### src/rtl/counter_step_decoder_pkg.sv
// Shared encodings for the counter step decoder: FSM states, direction codes, default width.
package counter_pkg;
   typedef enum logic [1:0] {
      UNPRIMED = 2'd0,
      TRACK    = 2'd1,
      RESYNC   = 2'd2
   } state_e;

   localparam logic DIR_UP        = 1'b0;
   localparam logic DIR_DOWN      = 1'b1;
   localparam int   DEFAULT_WIDTH = 4;
endpackage

### src/rtl/counter_step_decoder_if.sv
// Sample/status bundle between the counter tap (master) and the step decoder (slave).
interface counter_step_decoder_if #(
   parameter int WIDTH = 4,
   parameter int POS_W = 16
);
   logic [WIDTH-1:0]        q_in;
   logic                    q_valid;
   logic                    clear_err;
   logic                    locked;
   logic                    step;
   logic                    hold;
   logic                    dir;
   logic                    dir_change;
   logic                    wrap;
   logic                    err;
   logic signed [POS_W-1:0] position;

   modport master (
      output q_in, q_valid, clear_err,
      input  locked, step, hold, dir, dir_change, wrap, err, position
   );

   modport slave (
      input  q_in, q_valid, clear_err,
      output locked, step, hold, dir, dir_change, wrap, err, position
   );
endinterface

### src/rtl/counter_step_decoder_step_classify.sv
// Combinational classification of one counter transition (prev -> q_in) modulo 2^WIDTH.
module step_classify #(
   parameter int WIDTH = 4
) (
   input  logic [WIDTH-1:0] prev_i,
   input  logic [WIDTH-1:0] q_in_i,
   output logic             is_up_o,
   output logic             is_down_o,
   output logic             is_hold_o,
   output logic             is_illegal_o,
   output logic             is_wrap_o
);
   logic [WIDTH-1:0] delta;

   assign delta        = q_in_i - prev_i;
   assign is_up_o      = (delta == WIDTH'(1));
   assign is_down_o    = (delta == {WIDTH{1'b1}});
   assign is_hold_o    = (delta == '0);
   assign is_illegal_o = ~(is_up_o | is_down_o | is_hold_o);
   assign is_wrap_o    = (is_up_o & (prev_i == {WIDTH{1'b1}})) | (is_down_o & (prev_i == '0));
endmodule

### src/rtl/counter_step_decoder.sv
// Monitors successive counter samples: decodes up/down/hold/illegal steps, tracks dir,
// wraps and a saturating signed position. All outputs registered, one cycle after the sample.
module counter_step_decoder
   import counter_pkg::*;
#(
   parameter int WIDTH = DEFAULT_WIDTH,
   parameter int POS_W = 16
) (
   input logic                    Clck,
   input logic                    reset,
   counter_step_decoder_if.slave  bus
);
   localparam logic signed [POS_W-1:0] POS_MAX = {1'b0, {(POS_W-1){1'b1}}};
   localparam logic signed [POS_W-1:0] POS_MIN = {1'b1, {(POS_W-1){1'b0}}};
   localparam logic signed [POS_W-1:0] POS_ONE = {{(POS_W-1){1'b0}}, 1'b1};

   state_e                  state_q, state_d;
   logic [WIDTH-1:0]        prev_q, prev_d;
   logic                    dir_q, dir_d;
   logic                    have_dir_q, have_dir_d;
   logic                    err_q, err_d;
   logic                    locked_q, locked_d;
   logic                    step_q, step_d;
   logic                    hold_q, hold_d;
   logic                    dchg_q, dchg_d;
   logic                    wrap_q, wrap_d;
   logic signed [POS_W-1:0] pos_q, pos_d;

   logic is_up, is_down, is_hold, is_illegal, is_wrap;

   step_classify #(.WIDTH(WIDTH)) u_classify (
      .prev_i       (prev_q),
      .q_in_i       (bus.q_in),
      .is_up_o      (is_up),
      .is_down_o    (is_down),
      .is_hold_o    (is_hold),
      .is_illegal_o (is_illegal),
      .is_wrap_o    (is_wrap)
   );

   always_comb begin
      state_d    = state_q;
      prev_d     = prev_q;
      dir_d      = dir_q;
      have_dir_d = have_dir_q;
      locked_d   = locked_q;
      pos_d      = pos_q;
      step_d     = 1'b0;
      hold_d     = 1'b0;
      dchg_d     = 1'b0;
      wrap_d     = 1'b0;
      // A same-cycle illegal transition below overrides this clear.
      err_d      = err_q & ~bus.clear_err;

      if (bus.q_valid) begin
         prev_d = bus.q_in;
         unique case (state_q)
            UNPRIMED: begin
               pos_d      = '0;
               locked_d   = 1'b1;
               have_dir_d = 1'b0;
               state_d    = TRACK;
            end
            TRACK: begin
               if (is_up) begin
                  step_d     = 1'b1;
                  wrap_d     = is_wrap;
                  dir_d      = DIR_UP;
                  dchg_d     = have_dir_q & (dir_q != DIR_UP);
                  have_dir_d = 1'b1;
                  if (pos_q != POS_MAX) pos_d = pos_q + POS_ONE;
               end else if (is_down) begin
                  step_d     = 1'b1;
                  wrap_d     = is_wrap;
                  dir_d      = DIR_DOWN;
                  dchg_d     = have_dir_q & (dir_q != DIR_DOWN);
                  have_dir_d = 1'b1;
                  if (pos_q != POS_MIN) pos_d = pos_q - POS_ONE;
               end else if (is_hold) begin
                  hold_d = 1'b1;
               end else if (is_illegal) begin
                  err_d    = 1'b1;
                  locked_d = 1'b0;
                  state_d  = RESYNC;
               end
            end
            RESYNC: begin
               locked_d   = 1'b1;
               have_dir_d = 1'b0;
               state_d    = TRACK;
            end
            default: state_d = UNPRIMED;
         endcase
      end
   end

   always_ff @(posedge Clck) begin
      if (reset) begin
         state_q    <= UNPRIMED;
         prev_q     <= '0;
         dir_q      <= DIR_UP;
         have_dir_q <= 1'b0;
         err_q      <= 1'b0;
         locked_q   <= 1'b0;
         step_q     <= 1'b0;
         hold_q     <= 1'b0;
         dchg_q     <= 1'b0;
         wrap_q     <= 1'b0;
         pos_q      <= '0;
      end else begin
         state_q    <= state_d;
         prev_q     <= prev_d;
         dir_q      <= dir_d;
         have_dir_q <= have_dir_d;
         err_q      <= err_d;
         locked_q   <= locked_d;
         step_q     <= step_d;
         hold_q     <= hold_d;
         dchg_q     <= dchg_d;
         wrap_q     <= wrap_d;
         pos_q      <= pos_d;
      end
   end

   assign bus.locked     = locked_q;
   assign bus.step       = step_q;
   assign bus.hold       = hold_q;
   assign bus.dir        = dir_q;
   assign bus.dir_change = dchg_q;
   assign bus.wrap       = wrap_q;
   assign bus.err        = err_q;
   assign bus.position   = pos_q;
endmodule

### src/flat_wrapper.sv
// flat-port wrapper written by rule: the top's interface ports become plain ports
module counter_step_decoder_flat import counter_pkg::*;
#(
   parameter int WIDTH = DEFAULT_WIDTH,
   parameter int POS_W = 16
)
  (Clck, reset, bus_q_in, bus_q_valid, bus_clear_err, bus_locked, bus_step, bus_hold, bus_dir, bus_dir_change, bus_wrap, bus_err, bus_position);
  counter_step_decoder_if #(.WIDTH(WIDTH), .POS_W(POS_W)) bus_i ();
  input logic Clck;
  input logic reset;
  input wire logic [$bits(bus_i.q_in)-1:0] bus_q_in;
  input wire logic [$bits(bus_i.q_valid)-1:0] bus_q_valid;
  input wire logic [$bits(bus_i.clear_err)-1:0] bus_clear_err;
  output wire logic [$bits(bus_i.locked)-1:0] bus_locked;
  output wire logic [$bits(bus_i.step)-1:0] bus_step;
  output wire logic [$bits(bus_i.hold)-1:0] bus_hold;
  output wire logic [$bits(bus_i.dir)-1:0] bus_dir;
  output wire logic [$bits(bus_i.dir_change)-1:0] bus_dir_change;
  output wire logic [$bits(bus_i.wrap)-1:0] bus_wrap;
  output wire logic [$bits(bus_i.err)-1:0] bus_err;
  output wire logic [$bits(bus_i.position)-1:0] bus_position;
  assign bus_i.q_in = bus_q_in;
  assign bus_i.q_valid = bus_q_valid;
  assign bus_i.clear_err = bus_clear_err;
  assign bus_locked = bus_i.locked;
  assign bus_step = bus_i.step;
  assign bus_hold = bus_i.hold;
  assign bus_dir = bus_i.dir;
  assign bus_dir_change = bus_i.dir_change;
  assign bus_wrap = bus_i.wrap;
  assign bus_err = bus_i.err;
  assign bus_position = bus_i.position;
  counter_step_decoder #(.WIDTH(WIDTH), .POS_W(POS_W)) u_core (.Clck(Clck), .reset(reset), .bus(bus_i));
endmodule
### config.mk
export PLATFORM = sky130hd
export DESIGN_NAME = counter_step_decoder_flat
export DESIGN_NICKNAME = d
export VERILOG_FILES = /design/src/rtl/counter_step_decoder_pkg.sv /design/src/rtl/counter_step_decoder_if.sv /design/src/rtl/counter_step_decoder_step_classify.sv /design/src/rtl/counter_step_decoder.sv /design/src/flat_wrapper.sv
export SDC_FILE = /design/constraint.sdc
export NUM_CORES = 1
export LEC_CHECK = 0
export BUFFER_PORTS_ARGS = -buffer_cell sky130_fd_sc_hd__buf_2
export CORE_ASPECT_RATIO = 0.5
export CORE_UTILIZATION = 40
export DETAILED_ROUTE_END_ITERATION = 8
export GPL_TIMING_DRIVEN = 1
export PLACE_DENSITY_LB_ADDON = 0.3
export SLEW_MARGIN = 40
export SYNTH_ARGS = -nofsm -noshare
export SYNTH_HDL_FRONTEND = slang
export SYNTH_HIERARCHICAL = 1
export SYNTH_SLANG_ARGS = --single-unit
### constraint.sdc
create_clock -name Clck -period 13.6 [get_ports Clck]
set_input_delay 4.08 -clock Clck [delete_from_list [all_inputs] [get_ports Clck]]
set_output_delay 4.08 -clock Clck [all_outputs]
set_load 0.01 [all_outputs]
# After elaboration in Yosys (flattened, before gate mapping)
# Index checks and enable logic that the tools add are counted.
# word_totals
register_bits,30
latchBits,0
ram_bits,0
rom_bits,0
in_bits,8
out_inout_bits,23
word_cells,86
mem_count,0
# classes
n_addsub,3
mul,0
div_mod_pow,0
n_lt_le_gt_ge,0
eq_ne,14
n_shift,0
mux,32
bitwise,12
reduce_logical,14
# ops
operator,n
two-way mux 16 bit,4
inequality test 16 bit (second input constant),2
one-hot mux 16 bit (2 select lines),1
two-way mux 1 bit,20
adder 16 x 2 -> 16 bit (second input constant),1
subtractor 16 x 2 -> 16 bit (second input constant),1
AND reduction 5 bit,2
equality test 4 bit (second input constant),2
logical NOT 4 bit,2
two-way mux 2 bit,4
inequality test 2 bit (second input constant),4
inequality test 3 x 2 -> 1 bit (second input constant),2
AND reduction 3 bit,2
AND reduction 6 bit,1
nonzero test 2 bit,3
AND 1 bit,5
OR reduction 5 bit,1
equality test 4 x 1 -> 1 bit (second input constant),1
NOT 1 bit,4
one-hot mux 1 bit (2 select lines),2
one-hot mux 2 bit (2 select lines),1
subtractor 4 bit,1
inequality test 3 bit (second input constant),1
OR 1 bit,3
other kinds (5),5

# Logic depth before layout (Yosys ltp)
# Gate-level depths: netlist of the first run.
# depth
word_depth,10
depth_mapped,15
mapped_depth_nobuf,14

# Hierarchy
# The synthesis of the first run kept the hierarchy.
# by_module_without_submodules
module,instances,cells_each,area_each_um2,seq_area_each_um2
counter_step_decoder,1,235,1943.1,600.6
step_classify,1,27,187.7,0.0

# Worst setup path after synthesis of the first run
# No wires, ideal clock.
# synth_path
path_kind,input to register
startpoint,in bus_q_in[0]
endpoint,reg u_core.pos_q[15] (netlist: u_core/bus.position[15])
setup_ns,0.074
arrival_time_ns,7.554
path_slack_ns,5.972
cell_stages,14
n_path_buf,0
cell_sequence,inv_1 ha_1 fa_1 xor2_1 nand2_1 nor3_1 inv_1 ha_1 a21o_1 a21o_1 a221oi_2 nand3_1 a2111o_1 o21ai_0
# synth_via
elab_chain_len,4
# synth_lines
item,line_no,text
start: declaration,flat_wrapper.sv:11,input wire logic [$bits(bus_i.q_in)-1:0] bus_q_in;
subtractor 4 bit *,counter_step_decoder_step_classify.sv:15,assign delta = q_in_i - prev_i;
equality test 4 x 1 -> 1 bit *,counter_step_decoder_step_classify.sv:16,assign is_up_o = (delta == WIDTH'(1));
via u_core.is_up,counter_step_decoder.sv:29,"logic is_up, is_down, is_hold, is_illegal, is_wrap;"
inequality test 3 x 2 -> 1 bit (no line) (tied with other cells),-,
AND reduction 5 bit (no line) or one-hot mux 16 bit (2 select lines) (tied branches),-,
end signal: assignment,counter_step_decoder.sv:121,pos_q <= pos_d;
end: declaration,counter_step_decoder.sv:27,"logic signed [POS_W-1:0] pos_q, pos_d;"
# The timed path passes the listed nets; every way through them passes the cells marked *.
# A chain may end at the register's enable or synchronous reset.

# Worst setup path after layout of the first run
# Same ends and word-level chain as after synthesis.

==> results.md, run 1 <==
Logic synthesis:
- The synthesized netlist devotes 22.02% of its cell area to simple gates.
- For this run, the leading register cell type out of synthesis is dfxtp_1.
- Averaged over all synthesized cells, the footprint is 8.133 um^2.
- The register bit count reported by yosys is 30.
- The post-synthesis cell area is 0.002131 mm^2.
- The arithmetic-cell share of the synthesized area counting full adders, half adders and majority gates is 11.86%.
- By area the synthesized netlist is led by dfxtp_1, ha_1, a21oi_1.
- dfxtp_1 takes more of the synthesized area than any other cell.
- Synthesis instantiated 54 different standard cells from the library.
- Summing the areas of all compound-gate instances in the mapped netlist gives 23.43% of the synthesized area.
- The number of warnings printed during yosys synthesis is 6.
- The mux share of post-synthesis cell area is 3.347%.
- The commonest cells after synthesis are a21oi_1, dfxtp_1, nand2_1.
- The fraction of registers with async set or reset after synthesis is 0%.
- The cell count after synthesis is 262.
- The synthesized netlist net count is 289.
- Sequential elements use 28.19% of the synthesized area.
- After synthesis, the largest family of logic cells by area is compound AO/OA/AOI/OAI gates.
- The share of synthesized area in the top cell type comes to 28.19%.
- After Yosys synthesis, XOR and XNOR cells account for 6.166% of the synthesized area.
- The number of flops mapped to enable cells by yosys is 0.

Routing:
- For this run, design rule violations remaining after detail routing come to 0.
- The via-per-instance ratio is 5.666.
- The detailed-router iteration count before antenna repair is 4.
- The count of nets left with antenna violations once routing finished came out at 0.
- The initial DRC count is 192.
- Dividing the detail-routed wire length by the instance count gives 14.64 um.
- The sum of routed wire length over all layers is 5255 um.
- The via count is 2034.

Layout:
- The finished layout holds 359 standard cells, fillers aside.
- The storage element area is 600.6 um^2.
- The post-layout net count is 317.
- Measured on the finished design, the core utilization comes to 47.96%.
- The share of layout cells above drive strength 1 is 16.61%.
- 0 antenna diodes ended up in the layout.
- The area growth from synthesis to layout is 13.04%.
- The number of filler cells placed in the layout is 516.
- Summing all multi-input logic gate instances after layout gives 0.001424 mm^2.

GRT:
- Global routing finished with a remaining overflow of 0.
- The initial antenna violation count was 0.
- The via count of the first global-routing pass was 1736.
- The largest net degree at the start of global routing is 32.
- The first global-routing pass estimated 8445 um of wire.
- Global routing used 19.45% of the available tracks.

Clock tree:
- No sink is reached through more buffers than the 2 on the longest clock path.
- The tree is rooted in a clkbuf_8.
- The H-tree was split into 2 levels.
- After clock tree synthesis, the setup repair step added 0 buffers.
- Clock-pin slew was measured on the worst setup and hold paths at 0.06 ns.
- The number of clock buffers inserted by TritonCTS is 5.
- The clock sink count is 30.
- The number of buffers added to fix hold violations after cts is 0.
- For the worst-skew pair, the clock arrives at the later sink with an insertion delay of 0.27 ns.
- Gates resized during post-CTS repair numbered 0.
- The TritonCTS clock tree is yes.

Timing:
- The transition time at the pin with the least slew margin is 0.7438 ns.
- Between clock sinks in the finished design, the worst skew comes to 0.005359 ns.
- Setup repair after global routing left no endpoint under its margin.
- Static timing analysis puts the maximum clock frequency at 123.5 MHz.
- The final worst-path setup slack is 5.505 ns.
- The count of endpoints failing setup in the final report is 0.
- The final-layout setup total negative slack is 0 ns.
- The worst hold-check slack is 0.4717 ns.
- Headroom to the max-slew limit came out at 50.03%.
- In the finished design, the share of the clock period the worst path needs comes to 59.53%.
- The number of hold violations in the final report came to 0.
- The total count of max-transition violations in the final report is 0.
- The post-route minimum period is 8.095 ns.

Power:
- In this run the static leakage power is 1.041 nW.
- Summed over all nets, the switching power comes to 0.1222 mW.
- The ratio of total power to cell area is 130.4 mW/mm^2.
- Combinational logic burns 44.9% of the power.
- Of the total power, the share spent switching nets is 38.90%.
- The sequential power share is 32.6%.
- Across the VDD grid, the largest voltage drop is 0.04164 mV.
- In this run, the clock network consumes 22.6% of the power.
- The internal power consumption is 0.1919 mW.

Worst hold path:
- The startpoint identified for the worst hold timing path is u_core/bus.err$_SDFF_PP0_.
- The worst hold path belongs to the class reg2reg.
- Counting instances, the worst hold path has a depth of 2.
- For hold timing, the worst endpoint is u_core/bus.err$_SDFF_PP0_.

Placement:
- OpenSTA, run right after detailed placement, puts the worst setup slack at 5.334 ns.
- The final estimated routing congestion in global placement is 0.8749.
- The HPWL after detailed placement is 3850 um.
- The count of buffers inserted at the top-level ports is 30.
- The number of placed instances, taps included, is 353.

Worst setup path:
- The critical setup path kind is in2reg.
- The worst setup path is captured at a register.
- The kind of launch point of the worst setup path is an input pin.
- The family with the most delay on the worst path is compound AO/OA/AOI/OAI gates.
- The number of buffers and inverters on the critical path is 3.
- In this run the critical register-to-register path is captured at u_core/bus.position[15]$_SDFFE_PP0P_.
- Of all nets on the critical path, the largest fanout is 17.
- The setup check on the worst reg-to-reg path leaves a slack of 9.07 ns.
- At the worst endpoint, the required time is 13.80 ns.
- The arrival time at the worst endpoint is 8.30 ns.
- The signal on the critical path passes through buf_2 > inv_1 > ha_1 > fa_1 > xor2_1 > nand2_1 > nor3_1 > inv_1 > ha_1 > a21oi_1 > o21ai_1 > a221oi_2 > nand3_1 > a2111o_1 > o21ai_0.
- Counting cells, the worst reg-to-reg path comes to 13.
- In this run the critical register-to-register path is launched from u_core/prev_q[0]$_SDFFE_PP0P_.
- The maximum single-stage delay on the critical path is 0.63 ns.
- The cell with the largest stage delay on the worst path is nor3_1.

Floorplanning:
- The die is 53.61 um tall.
- In this run the core area contains 18 standard-cell rows.
- The overall die width is 105.2 um.
- The floorplan step defined a die boundary enclosing 0.005641 mm^2.
- The I/O pin count is 31.
- For this configuration, the core starts out at a cell density of 42.43%.
- The placeable core area is 0.005022 mm^2.

Run status:
- The run finished with clean final reports.

Run:
- The max-capacitance violation count is 0.
==> placed cells by master (no fill, tap or decap), drive strengths merged, types with 2 or more instances in the layout <==
master / count
inv: 15
dfxtp: 30
nand2: 27
o211ai: 3
a31oi: 6
and2: 2
o21ai: 9
a221oi: 2
o32ai: 3
o221ai: 2
nor3: 9
nand4: 9
xor2: 4
o21a: 2
fa: 2
xnor2: 11
nor4: 4
nand3: 12
a21oi: 30
nand2b: 7
a211oi: 2
buf: 31
mux2i: 6
ha: 17
clkbuf: 6
o31ai: 2
a21o: 4
nor2: 15
==> sequential cells by signal (all words and copies together) (netlist names) <==
name and cells:
u_core/state_q 2, u_core/bus.hold 1, u_core/bus.err 1, u_core/have_dir_q 1
u_core/bus.position 16, u_core/bus.step 1, u_core/bus.wrap 1, u_core/prev_q 4
u_core/bus.locked 1, u_core/bus.dir_change 1, u_core/bus.dir 1
==> power by group through the flow <==
stage | sequential (mW) | combinational [mW] | clock, mW
6_report | 0.102 | 0.141 | 0.0709
5_1_grt | 0.103 | 0.157 | 0.0790
4_1_cts | 0.102 | 0.139 | 0.0743
3_5_place_dp | 0.104 | 0.138 | 0
3_3_place_gp | 0.104 | 0.137 | 0
2_1_floorplan | 0.104 | 0.109 | 0
==> worst register-to-register path, cell delays in order, from the launching register on <==
cell and delay [ns]:
dfxtp_1 0.33, ha_1 0.24, fa_1 0.44, xor2_1 0.21
nand2_1 0.14, nor3_1 0.63, inv_1 0.53, ha_1 0.50
a21oi_1 0.29, o21ai_1 0.18, a221oi_2 0.33, nand3_1 0.14
a2111o_1 0.44, o21ai_0 0.07
==> per-stage QoR <==
step                area, um^2  power, mW
floorplan                 2131     0.2131
global placement          2326     0.2410
detailed placement        2326     0.2421
CTS                       2409     0.3154
global route              2409     0.3392
finish                    2409     0.3141
==> how the worst max path moves through the flow <==
stage,from,end,slack [ns],depth (start not counted)
final,bus_q_in[0],u_core/bus.position[15]$_SDFFE_PP0P_,5.50,15
after global routing,bus_q_in[0],u_core/bus.position[15]$_SDFFE_PP0P_,5.28,15
after CTS,bus_q_in[0],u_core/bus.position[15]$_SDFFE_PP0P_,5.62,15
after detailed placement,bus_q_in[0],u_core/bus.position[15]$_SDFFE_PP0P_,5.33,15
after global placement,bus_q_in[0],u_core/bus.position[15]$_SDFFE_PP0P_,5.54,15
after floorplan,bus_q_in[0],u_core/bus.position[15]$_SDFFE_PP0P_,5.97,14
==> layout make-up <==
cell class	count	area share (%)
Clock buffer	6	3.429
Inverter	15	2.338
Multi-Input combinational cell	207	59.12
Sequential cell	30	24.94
Tap cell	70	3.636
Timing Repair Buffer	31	6.545
==> routing by layer <==
metal | GRT usage (%) | share of wire (%)
met5 | 0 | 0
met4 | 4.695 | 0.69
met3 | 5.690 | 5.5
met2 | 32.24 | 45
met1 | 25.40 | 49
==> cells by family after synthesis <==
| family | after synthesis |
|---|---|
| AOI/OAI and AO/OA | 73 |
| xor gates and xnor gates | 15 |
| adders and majority gates | 19 |
| buffers and inverters | 25 |
| DFF | 30 |
| muxes | 7 |
| and+or+nand+nor | 93 |
Power figures use the tool's default switching activity.
==> run 2, diff against run 1 <==
Settings changed: ABC_AREA from default to 1.
Clock period 13.6 ns to 6.81 ns, I/O delays scaled along.
==> run 2 against run 1 <==
Net effect: synthesized area rose by 11%; non-clock buffer count fell by 1; register-to-register slack got worse by 5.6 ns; global-route usage fell by 0.21 points; final area rose by 13%; core utilization rose by 0.78 points; count of clock-buffer cells in the layout rose by 1; combinational power rose by 140%.
==> results.md, run 2 <==
Clock tree:
- The maximum root-to-sink buffer count is 2 (unchanged).
- The number of clock buffers inserted by TritonCTS came to 5 (unchanged).
- The clock sink count was 30 (unchanged).
- The clock slew seen by the registers of the worst setup and hold paths came to 0.05 ns (about the same).
- The buffers inserted during post-CTS setup optimization is 0 (unchanged).
- The TritonCTS clock tree is yes.
- The number of levels in the clock H-tree is 2 (unchanged).
- The number of gates resized after CTS is 0 (unchanged).
- The number of buffers added to fix hold violations after cts is 0 (unchanged).
- The clock tree root buffer cell is clkbuf_16.
- The insertion delay of the later-clocked pin in the worst-skew pair is 0.27 ns (about the same).

Logic synthesis:
- Sorting the synthesized cells by area gives the leading types as dfxtp_1, nand2_1, ha_1.
- The commonest cells after synthesis are nand2_1, inv_1, nor2_1.
- The unique cell type count in the Yosys netlist is 31 (-43%).
- The mean area per synthesized cell came to 6.303 um^2 (-23%).
- The most used flip-flop cell after synthesis is dfxtp_1.
- The share of the synthesized area in the top cell type was 25.48% (-2.7 points).
- The cell count after synthesis came to 374 (+43%).
- The post-synthesis cell area is 0.002357 mm^2 (+11%).
- The largest area contributor in the netlist is dfxtp_1.
- The number of flops mapped to enable cells by yosys is 0 (unchanged).
- The fraction of the yosys area taken by sequential cells came to 25.48% (-2.7 points).
- The cell with the most instances after synthesis is nand2_1.
- The fraction of registers with async set or reset after synthesis is 0% (unchanged).
- The number of warnings printed during yosys synthesis is 6 (unchanged).
- The register bit count reported by yosys is 30 (unchanged).
- The synthesized netlist net count is 401 (+39%).

Timing:
- The number of hold violations in the final report was 0 (unchanged).
- The clock period could shrink to 4.859 ns.
- The total count of max-transition violations in the final report was 0 (unchanged).
- The worst clock skew was 0.004019 ns (-0.001340 ns).
- The relative max-transition margin was 70.02% (+20 points).
- Timing would allow up to 205.8 MHz.
- The final-layout setup total negative slack is 0 ns (unchanged).
- The final worst-path setup slack is 1.951 ns (-3.553 ns).
- The period utilization is 71.35%.
- The transition time at the pin with the least slew margin is 0.4498 ns (-0.2940 ns).
- Setup repair after global routing left no endpoint under its margin.
- The count of endpoints failing setup in the final report was 0 (unchanged).

GRT:
- The initial antenna violation count came to 0 (unchanged).
- The wire length of the first global-routing pass is 9646 um (+14%).
- The total overflow reported by the global router is 0 (unchanged).
- The total routing resource utilization after global routing is 19.24% (-0.21 points).
- The via count of the first global-routing pass is 2160 (+24%).
- The largest net degree at the start of global routing was 22 (-31%).

Routing:
- The wire length the detailed router placed on met1 was 2695 um (+4.3%).
- The initial DRC count came to 94 (-51%).
- The detailed-router iteration count before antenna repair is 4 (unchanged).
- The detailed route wirelength on metal3 is 298 um (+2.8%).
- The uppermost signal routing layer after detailed routing is met4.
- The average wire length per cell after detail routing is 11.61 um (-21%).
- The via count is 2383 (+17%).
- The residual DRC count came to 0 (unchanged).
- The sum of routed wire length over all layers is 5583 um (+6.2%).
- The via-per-instance ratio is 4.954 (-13%).
- The residual antenna-violating net count after detailed routing is 0 (unchanged).
- The met2 wire length is 2564 um (+9.3%).

Placement:
- The final estimated routing congestion in global placement is 0.8754 (about the same).
- The HPWL after detailed placement is 4346 um (+13%).
- The count of buffers inserted at the top-level ports is 30 (unchanged).
- The cell count after placement is 473 (+34%).
- The placement-stage worst setup slack is 1.675 ns (-3.659 ns).

Layout:
- The number of filler cells placed in the layout came to 598 (+16%).
- The number of flip-flops under the largest register name is 16 (unchanged).
- The top cell types in the final layout, fill and taps aside, are nand2_1, inv_1, nor2_1, buf_2, dfxtp_1.
- The storage element area was 600.6 um^2 (unchanged).
- The share of layout cells above drive strength 1 is 14.46% (-2.1 points).
- The final antenna diode count is 0 (unchanged).
- The library cell used most frequently in the layout, excluding fill and tap cells, is nand2_1.
- The relative area change from synthesis to final layout is 15.50%.
- The post-layout net count came to 434 (+37%).
- The final cell count without fillers is 481 (+34%).
- The area of combinational cells with multiple inputs is 0.001526 mm^2 (+7.2%).

Run:
- The max-capacitance violation count was 0 (unchanged).

Worst hold path:
- The tightest min-delay check is of the reg2reg type.

Floorplanning:
- The number of placement rows is 19 (+1).
- The placeable core area is 0.005587 mm^2 (+11%).
- The overall die width is 110.6 um (+5.1%).
- The initial core utilization came to 42.19% (-0.23 points).
- The height of the chip came to 56.28 um (+5.0%).
- The die outline area is 0.006223 mm^2 (+10%).
- The I/O pin count is 31 (unchanged).

Run status:
- The run finished with clean final reports.

Worst setup path:
- The kind of launch point of the worst setup path is an input pin.
- The critical setup path kind is in2reg.
- The largest fanout of any net on the critical path is 18 (+1).
- The arrival time at the worst endpoint is 5.00 ns (-3.30 ns).
- The sort of element at the end of the critical path is a register.
- The worst endpoint required time is 6.95 ns (-6.85 ns).

Power:
- The worst supply voltage drop on vdd is 0.1215 mV (+190%).
- The ratio of total power to cell area was 285.6 mW/mm^2 (+120%).
- The leakage component of the power is 1.374 nW (+32%).
- The overall power of the completed layout is 0.7777 mW (+150%).
run 2: cell count changes in the layout (fill, tap and decap cells not counted), moves of 6 or more:
cell	change
a21oi_1	-7
a31oi_1	-6
inv_1	+38
mux2i_1	-6
nand2_1	+94
nand2b_1	-7
nand3_1	+6
nand3b_1	+7
nand4_1	-6
nor2_1	+30
xnor2_1	-9
run 2: cell type report:
cell class,count,area share (%)
repair buffers,30,5.515
clock inverters,1,0.1838
well taps,73,3.355
clock buffers,7,5.239
flip-flops and latches,30,22.06
inverters,55,7.583
multi-input cells,285,56.07
run 2: critical path: stages:
cell and delay, ns:
buf_2 0.09, inv_1 0.04, ha_1 0.21, fa_1 0.44, xor2_1 0.29, and3_2 0.32, inv_2 0.19, ha_1 0.37
or2_2 0.29, and2_1 0.19, nand2_1 0.06, nand2_1 0.06, or2_2 0.27, nand3_1 0.08, a21oi_1 0.06
run 2: power breakdown:
group,internal (mW),switching (mW)
Clock,0.145,0.0735
Sequential,0.192,0.0224
Combinational,0.125,0.220
run 2: final timing paths:
path         depth (start not counted)                                   to                          start  slack (ns)
max reg2reg                         13  u_core/bus.position[8]$_SDFFE_PP0P_  u_core/prev_q[0]$_SDFFE_PP0P_        3.48
min reg2reg                          2            u_core/bus.err$_SDFF_PP0_      u_core/bus.err$_SDFF_PP0_        0.46
min                                  2            u_core/bus.err$_SDFF_PP0_      u_core/bus.err$_SDFF_PP0_        0.46
max                                 15  u_core/bus.position[8]$_SDFFE_PP0P_                    bus_q_in[0]        1.95
run 2: kinds of logic (layout without fill, tap and decap cells):
kind of cell,count (synthesis),after routing,share of synthesized area [%]
adder cells (fa/ha/maj),19,19,10.72
buffers and inverters,59,93,9.766
AND/OR/NAND/NOR,218,218,41.67
flip-flops,30,30,25.48
XOR/XNOR,7,7,2.601
AO/OA/AOI/OAI,41,41,9.766
run 2: layer usage:
layer	GRT usage [%]	vias to the layer above
met5	0	-
met2	32.83	43
met3	4.320	4
li1	-	1256
met4	3.429	0
met1	25.32	1080
run 2: stage by stage:
stage / hold WS, ns / area (um^2) / utilization [%]
2_1_floorplan: 0.4379 / 2357 / -
3_3_place_gp: 0.4525 / 2575 / 46.09
3_5_place_dp: 0.4541 / 2575 / 46.09
4_1_cts: 0.4616 / 2723 / 48.73
5_1_grt: 0.4933 / 2723 / 48.73
6_report: 0.4592 / 2723 / 48.73
==> run 3, diff against run 2 <==
Clock period 6.81 ns to 4.71 ns, I/O delays scaled along.
==> run 3 against run 2 <==
Net effect: count of clock-buffer cells in the layout did not move; clock skew fell by 0.0010 ns; sequential share of layout area did not move; die area did not move; first-iteration DRC count rose by 7.4%; non-clock buffer count did not move; largest cell class unchanged; highest routed layer unchanged.
==> results.md, run 3 (synthesis results as in run 2) <==
Run status:
- The run finished with clean final reports.

Clock tree:
- The clock sink count is 30 (unchanged).
- The insertion delay of the later-clocked pin in the worst-skew pair is 0.27 ns (about the same).
- The number of gates resized after CTS is 0 (unchanged).
- TritonCTS built the clock tree.
- The maximum root-to-sink buffer count is 2 (unchanged).
- The clock tree root buffer cell is clkbuf_16.
- The clock slew seen by the registers of the worst setup and hold paths is 0.05 ns (about the same).
- The number of clock buffers inserted by TritonCTS came to 5 (unchanged).
- The number of buffers added to fix hold violations after cts is 0 (unchanged).
- The number of levels in the clock H-tree is 2 (unchanged).
- The buffers inserted during post-CTS setup optimization is 0 (unchanged).

Layout:
- The post-route standard cell area excluding fillers is 0.002723 mm^2 (unchanged).
- The number of filler cells placed in the layout is 585 (-2.2%).
- The library cell used most frequently in the layout, excluding fill and tap cells, is nand2_1.
- The final cell count without fillers is 481 (unchanged).
- The storage element area is 600.6 um^2 (unchanged).
- The share of layout cells above drive strength 1 is 14.46% (unchanged).
- The area of combinational cells with multiple inputs is 0.001526 mm^2 (unchanged).
- The relative area change from synthesis to final layout is 15.50% (unchanged).
- The number of flip-flops under the largest register name is 16 (unchanged).
- The post-layout net count is 434 (unchanged).
- The library cells used most frequently in the layout, excluding fill and tap cells, are nand2_1, inv_1, nor2_1, buf_2, dfxtp_1.
- The final antenna diode count is 0 (unchanged).

Timing:
- Setup repair after global routing left no endpoint under its margin.
- The count of endpoints failing setup in the final report came to 0 (unchanged).
- The relative max-transition margin is 69.47% (-0.55 points).
- The worst hold-check slack is 0.4585 ns (-0.0007260 ns).
- The worst clock skew was 0.002993 ns (-0.001026 ns).
- The period utilization is 89.48%.
- Static timing analysis puts the maximum clock frequency at 237.3 MHz.
- The total count of max-transition violations in the final report is 0 (unchanged).
- The number of hold violations in the final report is 0 (unchanged).
- The transition time at the pin with the least slew margin is 0.4580 ns (+0.008195 ns).
- The final-layout setup total negative slack is 0 ns (unchanged).
- Subtracting the final worst setup slack from the clock period gives 4.214 ns.

Worst setup path:
- The sort of element at the end of the critical path is a register.
- The kind of launch point of the worst setup path is an input pin.
- The critical path is of the in2reg type.
- The largest fanout of any net on the critical path is 18 (unchanged).
- The arrival time at the worst endpoint came to 4.35 ns (-0.65 ns).
- The family with the most delay on the worst path is simple AND/OR/NAND/NOR gates.
- The worst endpoint required time is 4.85 ns (-2.10 ns).
- The critical path goes through buf_2 > inv_1 > ha_1 > fa_1 > xor2_1 > and3_2 > inv_2 > ha_1 > or2_2 > and2_1 > nand2_1 > nand2_1 > or2_2 > nand3_1 > a21oi_1.
- The count of buffer and inverter cells on the critical path is 3 (unchanged).
- The cell with the largest stage delay on the worst path is fa_1.
- The maximum single-stage delay on the critical path is 0.44 ns (about the same).

Routing:
- The sum of routed wire length over all layers is 5695 um (+2.0%).
- The detailed-router iteration count before antenna repair is 4 (unchanged).
- The residual antenna-violating net count after detailed routing is 0 (unchanged).
- The met2 wire length was 2573 um (+0.35%).
- The residual DRC count was 0 (unchanged).
- The initial DRC count is 101 (+7.4%).
- The via count was 2364 (-0.80%).
- The detailed route wirelength on metal3 is 216 um (-28%).
- The via-per-instance ratio was 4.915 (-0.80%).
- The average wire length per cell after detail routing is 11.84 um (+2.0%).
- The highest metal layer carrying signal wires in the routed design is met4.
- The wire length the detailed router placed on met1 is 2863 um (+6.2%).

Floorplanning:
- The overall die width is 110.6 um (unchanged).
- The initial core utilization is 42.19% (unchanged).
- The I/O pin count was 31 (unchanged).
- The number of placement rows came to 19 (unchanged).
- The height of the chip was 56.28 um (unchanged).
- The die outline area came to 0.006223 mm^2 (unchanged).
- The placeable core area is 0.005587 mm^2 (unchanged).

GRT:
- The wire length of the first global-routing pass came to 9528 um (-1.2%).
- The initial antenna violation count is 0 (unchanged).
- The via count of the first global-routing pass came to 2161 (+0.046%).
- The total overflow reported by the global router is 0 (unchanged).
- The total routing resource utilization after global routing is 19.10% (-0.14 points).
- The largest net degree at the start of global routing is 22 (unchanged).

Power:
- The internal power consumption came to 0.6685 mW (+45%).
- The clock network fraction of design power was 28.0% (about the same).
- The switching part of the total is 40.77% (+0.18 points).
- The ratio of total power to cell area is 414.5 mW/mm^2 (+45%).
- The worst supply voltage drop on vdd is 0.1588 mV (+31%).
- The switching power of the nets was 0.4601 mW (+46%).
- The leakage component of the power is 1.374 nW (unchanged).
- The overall power of the completed layout is 1.129 mW (+45%).
- The combinational cell fraction of total power is 44.5% (about the same).
- The sequential power share is 27.5% (about the same).

Placement:
- The placed cell area was 0.002575 mm^2 (unchanged).
- The HPWL after detailed placement is 4350 um (about the same).
- The count of buffers inserted at the top-level ports was 30 (unchanged).
- The final estimated routing congestion in global placement was 0.8605 (-1.7%).
- The cell count after placement is 473 (unchanged).

Run:
- The max-capacitance violation count is 0 (unchanged).

Worst hold path:
- The path category of the worst min-delay check is reg2reg.
## run 3: cell counts in the layout (fill, tap and decap cells not counted)
Identical to the previous run, type by type.
## run 3: power by group through the flow
stage	Combinational, mW	Clock (mW)	Sequential, mW
after floorplan	0.384	0	0.315
after global placement	0.491	0	0.316
after detailed placement	0.495	0	0.316
after CTS	0.499	0.324	0.311
after global routing	0.572	0.336	0.314
final	0.503	0.316	0.310
## run 3: cell type report
cell class                 instances  share of cell area, %
sequential                        30                  22.06
timing repair buffer              30                  5.515
multi-input combinational        285                  56.07
clock inverter                     1                 0.1838
inverter                          55                  7.583
clock buffer                       7                  5.239
tap                               73                  3.355
## run 3: final timing paths
check | startpoint | endpoint | slack [ns] | cells past startpoint
hold / removal | u_core/bus.err$_SDFF_PP0_ | u_core/bus.err$_SDFF_PP0_ | 0.46 | 2
setup reg to reg | u_core/prev_q[0]$_SDFFE_PP0P_ | u_core/bus.position[8]$_SDFFE_PP0P_ | 1.40 | 13
setup / recovery | bus_q_in[0] | u_core/bus.position[8]$_SDFFE_PP0P_ | 0.50 | 15
hold reg to reg | u_core/bus.err$_SDFF_PP0_ | u_core/bus.err$_SDFF_PP0_ | 0.46 | 2
## run 3: per-layer routing
| layer | track usage (%) | vias up |
|---|---|---|
| met5 | 0 | - |
| met4 | 4.762 | 0 |
| met3 | 3.888 | 4 |
| met2 | 33.10 | 38 |
| met1 | 24.53 | 1065 |
| li1 | - | 1257 |
## run 3: metrics by stage
stage	setup WS, ns	util, %
finish	0.4956	48.73
global route	0.3091	48.73
CTS	0.4972	48.73
detailed placement	0.2116	46.09
global placement	0.3057	46.09
floorplan	0.5695	-
## run 3: worst reg2reg max path, cell delays in order, from the launching register on
cell,delay [ns]
dfxtp_1,0.33
ha_1,0.24
fa_1,0.44
xor2_1,0.29
and3_2,0.32
inv_2,0.18
ha_1,0.38
or2_2,0.29
and2_1,0.19
nand2_1,0.06
nand2_1,0.06
or2_2,0.27
nand3_1,0.08
a21oi_1,0.06
